==> src/rtl/clock_pkg.sv <==
// Shared types and defaults for the digital clock: BCD time word, alarm FSM states, ring/snooze defaults.
package clock_pkg;

  // {H1,H0,M1,M0,S1,S0}, one BCD digit per nibble
  typedef logic [23:0] bcd_time_t;

  typedef enum logic {
    ST_IDLE = 1'b0,
    ST_RING = 1'b1
  } alarm_state_t;

  localparam int RING_SEC_DEF   = 60;
  localparam int SNOOZE_SEC_DEF = 300;
  localparam int MAX_SNOOZE_DEF = 3;

  // Counter width that still holds max_val, never below one bit
  function automatic int cnt_width(input int max_val);
    return (max_val > 1) ? $clog2(max_val + 1) : 1;
  endfunction

endpackage

==> src/rtl/alarm_prio_enc.sv <==
// Lowest-index-wins priority encoder over the pending alarm vector.
// Purely combinational; grant is valid when any=1.
module alarm_prio_enc #(
  parameter int N    = 4,
  parameter int IDXW = 2
) (
  input  logic [N-1:0]    req,
  output logic [IDXW-1:0] gnt_idx,
  output logic            any
);

  // Scan from the top down so the lowest set bit is the last writer
  always_comb begin
    gnt_idx = '0;
    any     = 1'b0;
    for (int i = N - 1; i >= 0; i--) begin
      if (req[i]) begin
        gnt_idx = IDXW'(i);
        any     = 1'b1;
      end
    end
  end

endmodule

==> src/rtl/alarm_bank.sv <==
// Multi-slot alarm engine: matches armed slots against live BCD time, queues coincident alarms, snooze and auto-timeout.
// beepen rises the cycle after a matching tick; buttons are one-cycle pulses with no backpressure.
module alarm_bank
  import clock_pkg::*;
#(
  parameter int N_ALARM    = 4,
  parameter int IDXW       = 2,
  parameter int RING_SEC   = RING_SEC_DEF,
  parameter int SNOOZE_SEC = SNOOZE_SEC_DEF,
  parameter int MAX_SNOOZE = MAX_SNOOZE_DEF
) (
  input  logic               clk50mhz,
  input  logic               rst,
  input  logic               tick1hz,
  input  logic [23:0]        now_bcd,
  input  logic               wr_en,
  input  logic [IDXW-1:0]    wr_idx,
  input  logic [23:0]        wr_time,
  input  logic               wr_arm,
  input  logic               snooze,
  input  logic               dismiss,
  output logic               beepen,
  output logic [IDXW-1:0]    ring_idx,
  output logic [N_ALARM-1:0] armed,
  output logic               snz_act
);

  localparam int RCW = (RING_SEC > 1) ? $clog2(RING_SEC) : 1;
  localparam int SCW = (SNOOZE_SEC > 1) ? $clog2(SNOOZE_SEC) : 1;
  localparam int NCW = cnt_width(MAX_SNOOZE);

  bcd_time_t          slot_time_q [N_ALARM];
  logic [N_ALARM-1:0] armed_q;
  logic [N_ALARM-1:0] pending_q, pending_d;
  alarm_state_t       state_q, state_d;
  logic [IDXW-1:0]    ring_idx_q, ring_idx_d;
  logic [RCW-1:0]     ring_cnt_q, ring_cnt_d;
  logic               snz_act_q, snz_act_d;
  logic [IDXW-1:0]    snz_idx_q, snz_idx_d;
  logic [SCW-1:0]     snz_tmr_q, snz_tmr_d;
  logic [NCW-1:0]     snz_cnt_q, snz_cnt_d;

  logic [N_ALARM-1:0] match_vec;
  logic [N_ALARM-1:0] snz_vec;
  logic [N_ALARM-1:0] pend_in;
  logic [IDXW-1:0]    gnt_idx;
  logic               gnt_any;
  logic               disarm_wr;
  logic               wr_disarm_ring;
  logic               snz_cancel;
  logic               snz_fire;
  logic               ring_timeout;

  always_comb begin
    match_vec = '0;
    for (int i = 0; i < N_ALARM; i++) begin
      match_vec[i] = tick1hz && armed_q[i] && (slot_time_q[i] == now_bcd);
    end
  end

  assign disarm_wr      = wr_en && !wr_arm;
  assign wr_disarm_ring = (state_q == ST_RING) && disarm_wr && (wr_idx == ring_idx_q);
  assign snz_cancel     = snz_act_q && disarm_wr && (wr_idx == snz_idx_q);
  assign snz_fire       = snz_act_q && tick1hz && !snz_cancel &&
                          (snz_tmr_q == SCW'(SNOOZE_SEC - 1));
  assign ring_timeout   = (state_q == ST_RING) && tick1hz &&
                          (ring_cnt_q == RCW'(RING_SEC - 1));

  always_comb begin
    snz_vec = '0;
    if (snz_fire) snz_vec[snz_idx_q] = 1'b1;
  end

  // Fresh matches and snooze expiry bypass the pending register so IDLE can start ringing this cycle
  assign pend_in = pending_q | match_vec | snz_vec;

  alarm_prio_enc #(
    .N    (N_ALARM),
    .IDXW (IDXW)
  ) u_prio (
    .req     (pend_in),
    .gnt_idx (gnt_idx),
    .any     (gnt_any)
  );

  always_comb begin
    state_d    = state_q;
    ring_idx_d = ring_idx_q;
    ring_cnt_d = ring_cnt_q;
    pending_d  = pend_in;
    snz_act_d  = snz_act_q;
    snz_idx_d  = snz_idx_q;
    snz_tmr_d  = snz_tmr_q;
    snz_cnt_d  = snz_cnt_q;

    // Snooze timer runs independently of whichever alarm is ringing
    if (snz_act_q) begin
      if (snz_cancel) begin
        snz_act_d = 1'b0;
        snz_cnt_d = '0;
      end else if (snz_fire) begin
        snz_act_d = 1'b0;
      end else if (tick1hz) begin
        snz_tmr_d = snz_tmr_q + SCW'(1);
      end
    end

    case (state_q)
      ST_IDLE: begin
        if (gnt_any) begin
          state_d            = ST_RING;
          ring_idx_d         = gnt_idx;
          ring_cnt_d         = '0;
          pending_d[gnt_idx] = 1'b0;
        end
      end
      ST_RING: begin
        if (wr_disarm_ring) begin
          state_d               = ST_IDLE;
          pending_d[ring_idx_q] = 1'b0;
        end else if (dismiss) begin
          state_d   = ST_IDLE;
          snz_cnt_d = '0;
        end else if (snooze) begin
          state_d = ST_IDLE;
          if ((snz_cnt_q < NCW'(MAX_SNOOZE)) && !snz_act_q) begin
            snz_act_d = 1'b1;
            snz_idx_d = ring_idx_q;
            snz_tmr_d = '0;
            snz_cnt_d = snz_cnt_q + NCW'(1);
          end else begin
            snz_cnt_d = '0;
          end
        end else if (ring_timeout) begin
          state_d   = ST_IDLE;
          snz_cnt_d = '0;
        end else if (tick1hz) begin
          ring_cnt_d = ring_cnt_q + RCW'(1);
        end
      end
      default: state_d = ST_IDLE;
    endcase
  end

  always_ff @(posedge clk50mhz or posedge rst) begin
    if (rst) begin
      for (int i = 0; i < N_ALARM; i++) slot_time_q[i] <= '0;
      armed_q <= '0;
    end else if (wr_en) begin
      slot_time_q[wr_idx] <= wr_time;
      armed_q[wr_idx]     <= wr_arm;
    end
  end

  always_ff @(posedge clk50mhz or posedge rst) begin
    if (rst) begin
      state_q    <= ST_IDLE;
      ring_idx_q <= '0;
      ring_cnt_q <= '0;
      pending_q  <= '0;
      snz_act_q  <= 1'b0;
      snz_idx_q  <= '0;
      snz_tmr_q  <= '0;
      snz_cnt_q  <= '0;
    end else begin
      state_q    <= state_d;
      ring_idx_q <= ring_idx_d;
      ring_cnt_q <= ring_cnt_d;
      pending_q  <= pending_d;
      snz_act_q  <= snz_act_d;
      snz_idx_q  <= snz_idx_d;
      snz_tmr_q  <= snz_tmr_d;
      snz_cnt_q  <= snz_cnt_d;
    end
  end

  assign beepen   = (state_q == ST_RING);
  assign ring_idx = ring_idx_q;
  assign armed    = armed_q;
  assign snz_act  = snz_act_q;

endmodule

==> config.mk <==
export PLATFORM = sky130hd
export DESIGN_NAME = alarm_bank
export DESIGN_NICKNAME = d
export VERILOG_FILES = /design/src/rtl/clock_pkg.sv /design/src/rtl/alarm_prio_enc.sv /design/src/rtl/alarm_bank.sv
export SDC_FILE = /design/constraint.sdc
export NUM_CORES = 1
export LEC_CHECK = 0
export CAP_MARGIN = 20
export CORE_ASPECT_RATIO = 0.75
export CORE_MARGIN = 2
export CORE_UTILIZATION = 55
export CTS_CLUSTER_DIAMETER = 50
export DETAILED_ROUTE_END_ITERATION = 10
export GPL_TIMING_DRIVEN = 0
export PLACE_DENSITY = 0.78
export SYNTH_ARGS = -nofsm -noshare
export SYNTH_HDL_FRONTEND = slang
export SYNTH_SLANG_ARGS = --single-unit
==> constraint.sdc <==
create_clock -name clk50mhz -period 4.91 [get_ports clk50mhz]
set_input_delay 0.982 -clock clk50mhz [delete_from_list [all_inputs] [get_ports clk50mhz]]
set_output_delay 0.982 -clock clk50mhz [all_outputs]
set_load 0.01 [all_outputs]
Word level (Yosys, flattened, before mapping)
Index checks and enable logic that the tools add are counted.
- bits in registers: 127
- input bits: 57
- output and inout bits: 8
- word-level logic and storage cells: 143
- add/sub/neg operators: 3
- $lt $le $gt $ge: 11
- eq/ne operators: 14
- mux-type cells: 62
- bitwise logic cells: 10
- reduce and logical (&&, ||, !) cells: 30
- operators with widths (kind ; number):
    $bwmux W96 ; 1
    $eq A24 B24 Y1 ; 4
    $mux W9 ; 9
    $demux W24 S2 ; 1
    $mux W6 ; 6
    $logic_and A1 B1 Y1 ; 24
    $mux W2 ; 12
    $mux W24 ; 1
    $mux W1 ; 21
    $lt A2 B3 Y1 const B ; 4
    $mux W4 ; 3
    $ne A2 B2 Y1 const B ; 6
    $pmux W6 S2 ; 1
    $add A9 B1 Y9 const B ; 1
    $eq A9 B9 Y1 const B ; 1
    $and A4 B4 Y4 ; 2
    $demux W1 S2 ; 4
    $ge A2 B1 Y1 const B ; 4
    $not A4 Y4 ; 2
    $or A4 B4 Y4 ; 2
    $pmux W4 S2 ; 1
    $add A6 B1 Y6 const B ; 1
    $eq A6 B6 Y1 const B ; 1
    $reduce_and A6 Y1 ; 1
    other kinds (12) ; 17

Logic depth before layout (Yosys ltp)
- depth in word-level cells: 21
- depth in mapped cells: 10
- mapped depth without buffers: 9

By module
From an unflattened synthesis, not the netlist that was laid out.
- cell total of the unflattened synthesis: 508
- area, all modules: 6303.5 µm²
- by module, submodules not included (module ; instances ; cells each ; area each (µm²) ; sequential area each (µm²)):
    alarm_bank ; 1 ; 501 ; 6268.5 ; 3178.0
    alarm_prio_enc ; 1 ; 7 ; 35.0 ; 0.0

Worst setup path before layout
No wires, ideal clock.
- kind: input to register
- from: in now_bcd[19]
- to: reg ring_cnt_q[5]
- library setup time: 80 ps
- arrival time: 3069 ps
- data required time: 4830 ps
- path slack: 1761 ps
- stages on the path: 10
- buffers on the path: 2
- cells stage by stage: buf_2 > xnor2_1 > nand4_1 > or4_1 > nor4_1 > a311oi_1 > a41o_1 > buf_6 > or4_1 > a21oi_1
- word-level cells in the longest chain between the ends: 10
- elaborated cells between the ends (all ways): 16
- classes of those cells: eq/ne (5); mux (4); bitwise (2); reduce/logical (5)
- RTL lines (what ; RTL line ; RTL):
    from (decl) ; alarm_bank.sv:15 ; input logic [23:0] now_bcd,
    $eq A24 B24 Y1 ; alarm_bank.sv:57 ; match_vec[i] = tick1hz && armed_q[i] && (slot_time_q[i] == now_bcd);
    $logic_and A1 B1 Y1 ; alarm_bank.sv:57 ;
    $or A4 B4 Y4 (*) (2 in series) ; alarm_bank.sv:75 ; assign pend_in = pending_q | match_vec | snz_vec;
    $mux W1 (3 in series) ; alarm_prio_enc.sv:17 ; if (req[i]) begin
    $mux W1 (*) ; alarm_prio_enc.sv:17 ;
    $ne A2 B2 Y1 (no source line) (*) ; n/a ;
    $reduce_and A6 Y1 (no source line) (*) ; n/a ;
    to (signal assigned) ; alarm_bank.sv:168 ; ring_cnt_q <= ring_cnt_d;
    to (decl) ; alarm_bank.sv:37 ; logic [RCW-1:0] ring_cnt_q, ring_cnt_d;
Every way passes the cells marked *; elsewhere a longest branch is shown, timed or not.
A chain may end at the register's enable or synchronous reset.

Worst setup path in the final report
- from: in now_bcd[14]
- to: reg ring_cnt_q[5]
Same word-level chain as after synthesis.

==> flow_summary.ini <==
[timing]
hold_violations = 0
finalMaxSlewViolations = 0
period_minus_slack_ps = 4087
max_freq_ghz = 0.2447
rsz0062_at_grt = no
whs_ps = 489.4
slew_headroom_pct = 45.53
clock-skew-final_ps = 5.425
min_period_over_period_pct = 83.23
fin_tns_setup_ps = 0
finalSetupViolations = 0
tightest_slew_ps = 817.1
timing.final.ws_setup_ps = 823.4

[clock_tree]
cts_resized = 0
cts_buffer_depth = 2
clk_pin_slew_ps = 50
numCtsBuffers = 17
tritoncts = yes
post_cts_buffers = 0
holdBufCountCts = 0
clkLatencyLatePin_ps = 410
clockRootBuffer = clkbuf_16
cts_sinks = 127
htreeDepth = 4

[yosys]
ys_top_cells_by_area = dfrtp_1, mux2_2, xnor2_1, xor2_1, nand4_1
async_flop_share_pct = 100.0
synth.avg_cell_area_um2 = 12.42
yosys.cell_types.count = 44
synth_edf_count = 0
synth_ff_type = dfrtp_1
synth_top_area_share_pct = 51.18
post-synth-top-area-cell = dfrtp_1
synth_fp_nets = 560
yosys_warnings = 0
synthCells = 500
syn_area_mm2 = 0.006210
synth_seq_cells = 127
yosysSeqAreaShare_pct = 51.18

[route]
wl_per_cell_um = 20.62
vias_per_cell = 5.793
drt-initial-drc-count = 455
ant_nets = 0
vias = 4235
drc_errors = 0
drt_wl_total_mm = 15.07
drt_pass1_iterations = 5

[setup_path]
required_ps = 5240
startpoint_type = input port
slowest_delay_ps = 620
slowest_stage = or4_1
path_cells = clkdlybuf4s50_1, xnor2_1, nand4_1, or4_1, nor4_1, a311oi_1, a41o_1, buf_6, or4_1, a21oi_1
cp_common_cell = or4_1
crit_fanout = 10
crit_type = input port to register
arrival_ps = 4420
ff2ff_path_depth = 9
endpoint_kind = register

[die]
die_x_um = 126.7
start_util_pct = 56.54
core_area_mm2 = 0.01098
num_io_pins = 65
rows = 33
dieArea_mm2 = 0.01217
die_h_um = 96.02

[power_and_ir_drop]
power.leakage_nw = 3.101
p_per_area_mw_per_mm2 = 414.9
ir_drop_v = 0.0002477
total_power_mw = 3.141

[cells_and_area]
antenna_cells = 0
final_common_cell = dfrtp_1
layout-drive-gt1-share_pct = 23.18
area_delta_synth_final_pct = 21.94
final_cell_mix = dfrtp_1, mux2_2, xnor2_1, clkdlybuf4s50_1, xor2_1
finalInstanceArea_mm2 = 0.007572
fin_nets = 639

[status]
status = finished clean

[job]
maxCapViolations = 0

[grt]
grtUsageTotal_pct = 26.64
grt_remaining_overflow = 0
antenna_found_initial = 0
grt_pass1_vias = 4426
grt_max_degree = 87
grt_pass1_wl_mm = 23.87

[place]
gp_congestion = 0.8596
hpwlAfterDp_mm = 10.66
place_ws_ps = 486.6
place_area_mm2 = 0.006998
port-buffer-count = 58

[hold_path]
hold_class = register to register
min_path_cells = 1
sequential cells by signal, indices dropped and copies added, names as in the netlist:
register,count
snz_cnt_q,2
snz_idx_q,2
ring_cnt_q,6
armed,4
pending_q,4
snz_tmr_q,9
ring_idx,2
slot_time_q,96
snz_act,1
beepen,1
through the flow:
stage,instances,utilization [%]
2_1_floorplan,500,-
3_3_place_gp,698,63.42
3_5_place_dp,699,63.72
4_1_cts,730,68.88
5_1_grt,731,68.95
6_report,731,68.95
final cells by class:
cell class / instances / area (um^2)
buffer: 19 / 96.34
clock buffer: 24 / 481.7
clock inverter: 7 / 85.08
fill: 778 / 3411
inverter: 8 / 35.03
multi-input combinational: 346 / 2905
sequential: 127 / 3178
tap: 140 / 175.2
timing repair buffer: 60 / 615.6
synthesized netlist by cell type, types with 2 or more instances:
master / number
or3_1: 2
o21ai_0: 5
buf_6: 3
clkbuf_1: 14
mux2i_1: 2
a41o_1: 3
a211oi_1: 2
o31ai_1: 3
o22a_1: 2
nor4_1: 11
a311oi_1: 3
xor2_1: 42
nand2b_1: 2
nand3b_1: 2
inv_1: 7
nand4_1: 18
xnor2_1: 65
nand3_1: 9
buf_2: 2
nand2_1: 15
and3_1: 3
ha_1: 3
o21ai_1: 2
a21oi_1: 9
dfrtp_1: 127
nor2_1: 16
nor3_1: 9
mux2_2: 101
or4_1: 3
worst max-delay path, delay by kind of cell:
| kind | cells | cell delay [ps] |
|---|---|---|
| simple gates | 4 | 1650 |
| buf+inv | 2 | 660 |
| compound gates | 3 | 650 |
| xor+xnor | 1 | 460 |
path summary, 6_finish.rpt:
path | start | end | slack [ps]
max in group asynchronous | rst | slot_time_q[9] | 3180
worst min register to register | snz_cnt_q[0] | snz_cnt_q[0] | 490
worst max-delay path | now_bcd[14] | ring_cnt_q[5] | 820
worst min-delay path | snz_cnt_q[0] | snz_cnt_q[0] | 490
worst max register to register | slot_time_q[14] | ring_cnt_q[5] | 1560
min in group asynchronous | rst | ring_cnt_q[2] | 960
logic make-up (layout without fill, tap and decap cells):
group	after synthesis	count (layout)	share of synthesized area (%)
fa+ha+maj	3	3	0.6045
buf+inv	27	118	2.035
mux	103	103	18.64
xor+xnor	107	107	15.09
simple gates	96	96	8.322
flops	127	127	51.18
compound gates	37	37	4.131
power by group:
part           leakage [nW]  internal (mW)  switching [mW]  total (mW)
Clock                 0.284          0.780           0.438        1.22
Combinational          1.27          0.311           0.248       0.559
Sequential             1.54           1.23           0.136        1.36
routing by layer:
layer	wire (um)	vias up	track usage, %
met5	0	-	0
met4	291	0	10.26
met3	790	25	5.670
met2	6834	139	41.44
met1	7154	2139	37.26
li1	-	1932	-
No activity file was read; power rests on OpenSTA's default activity.
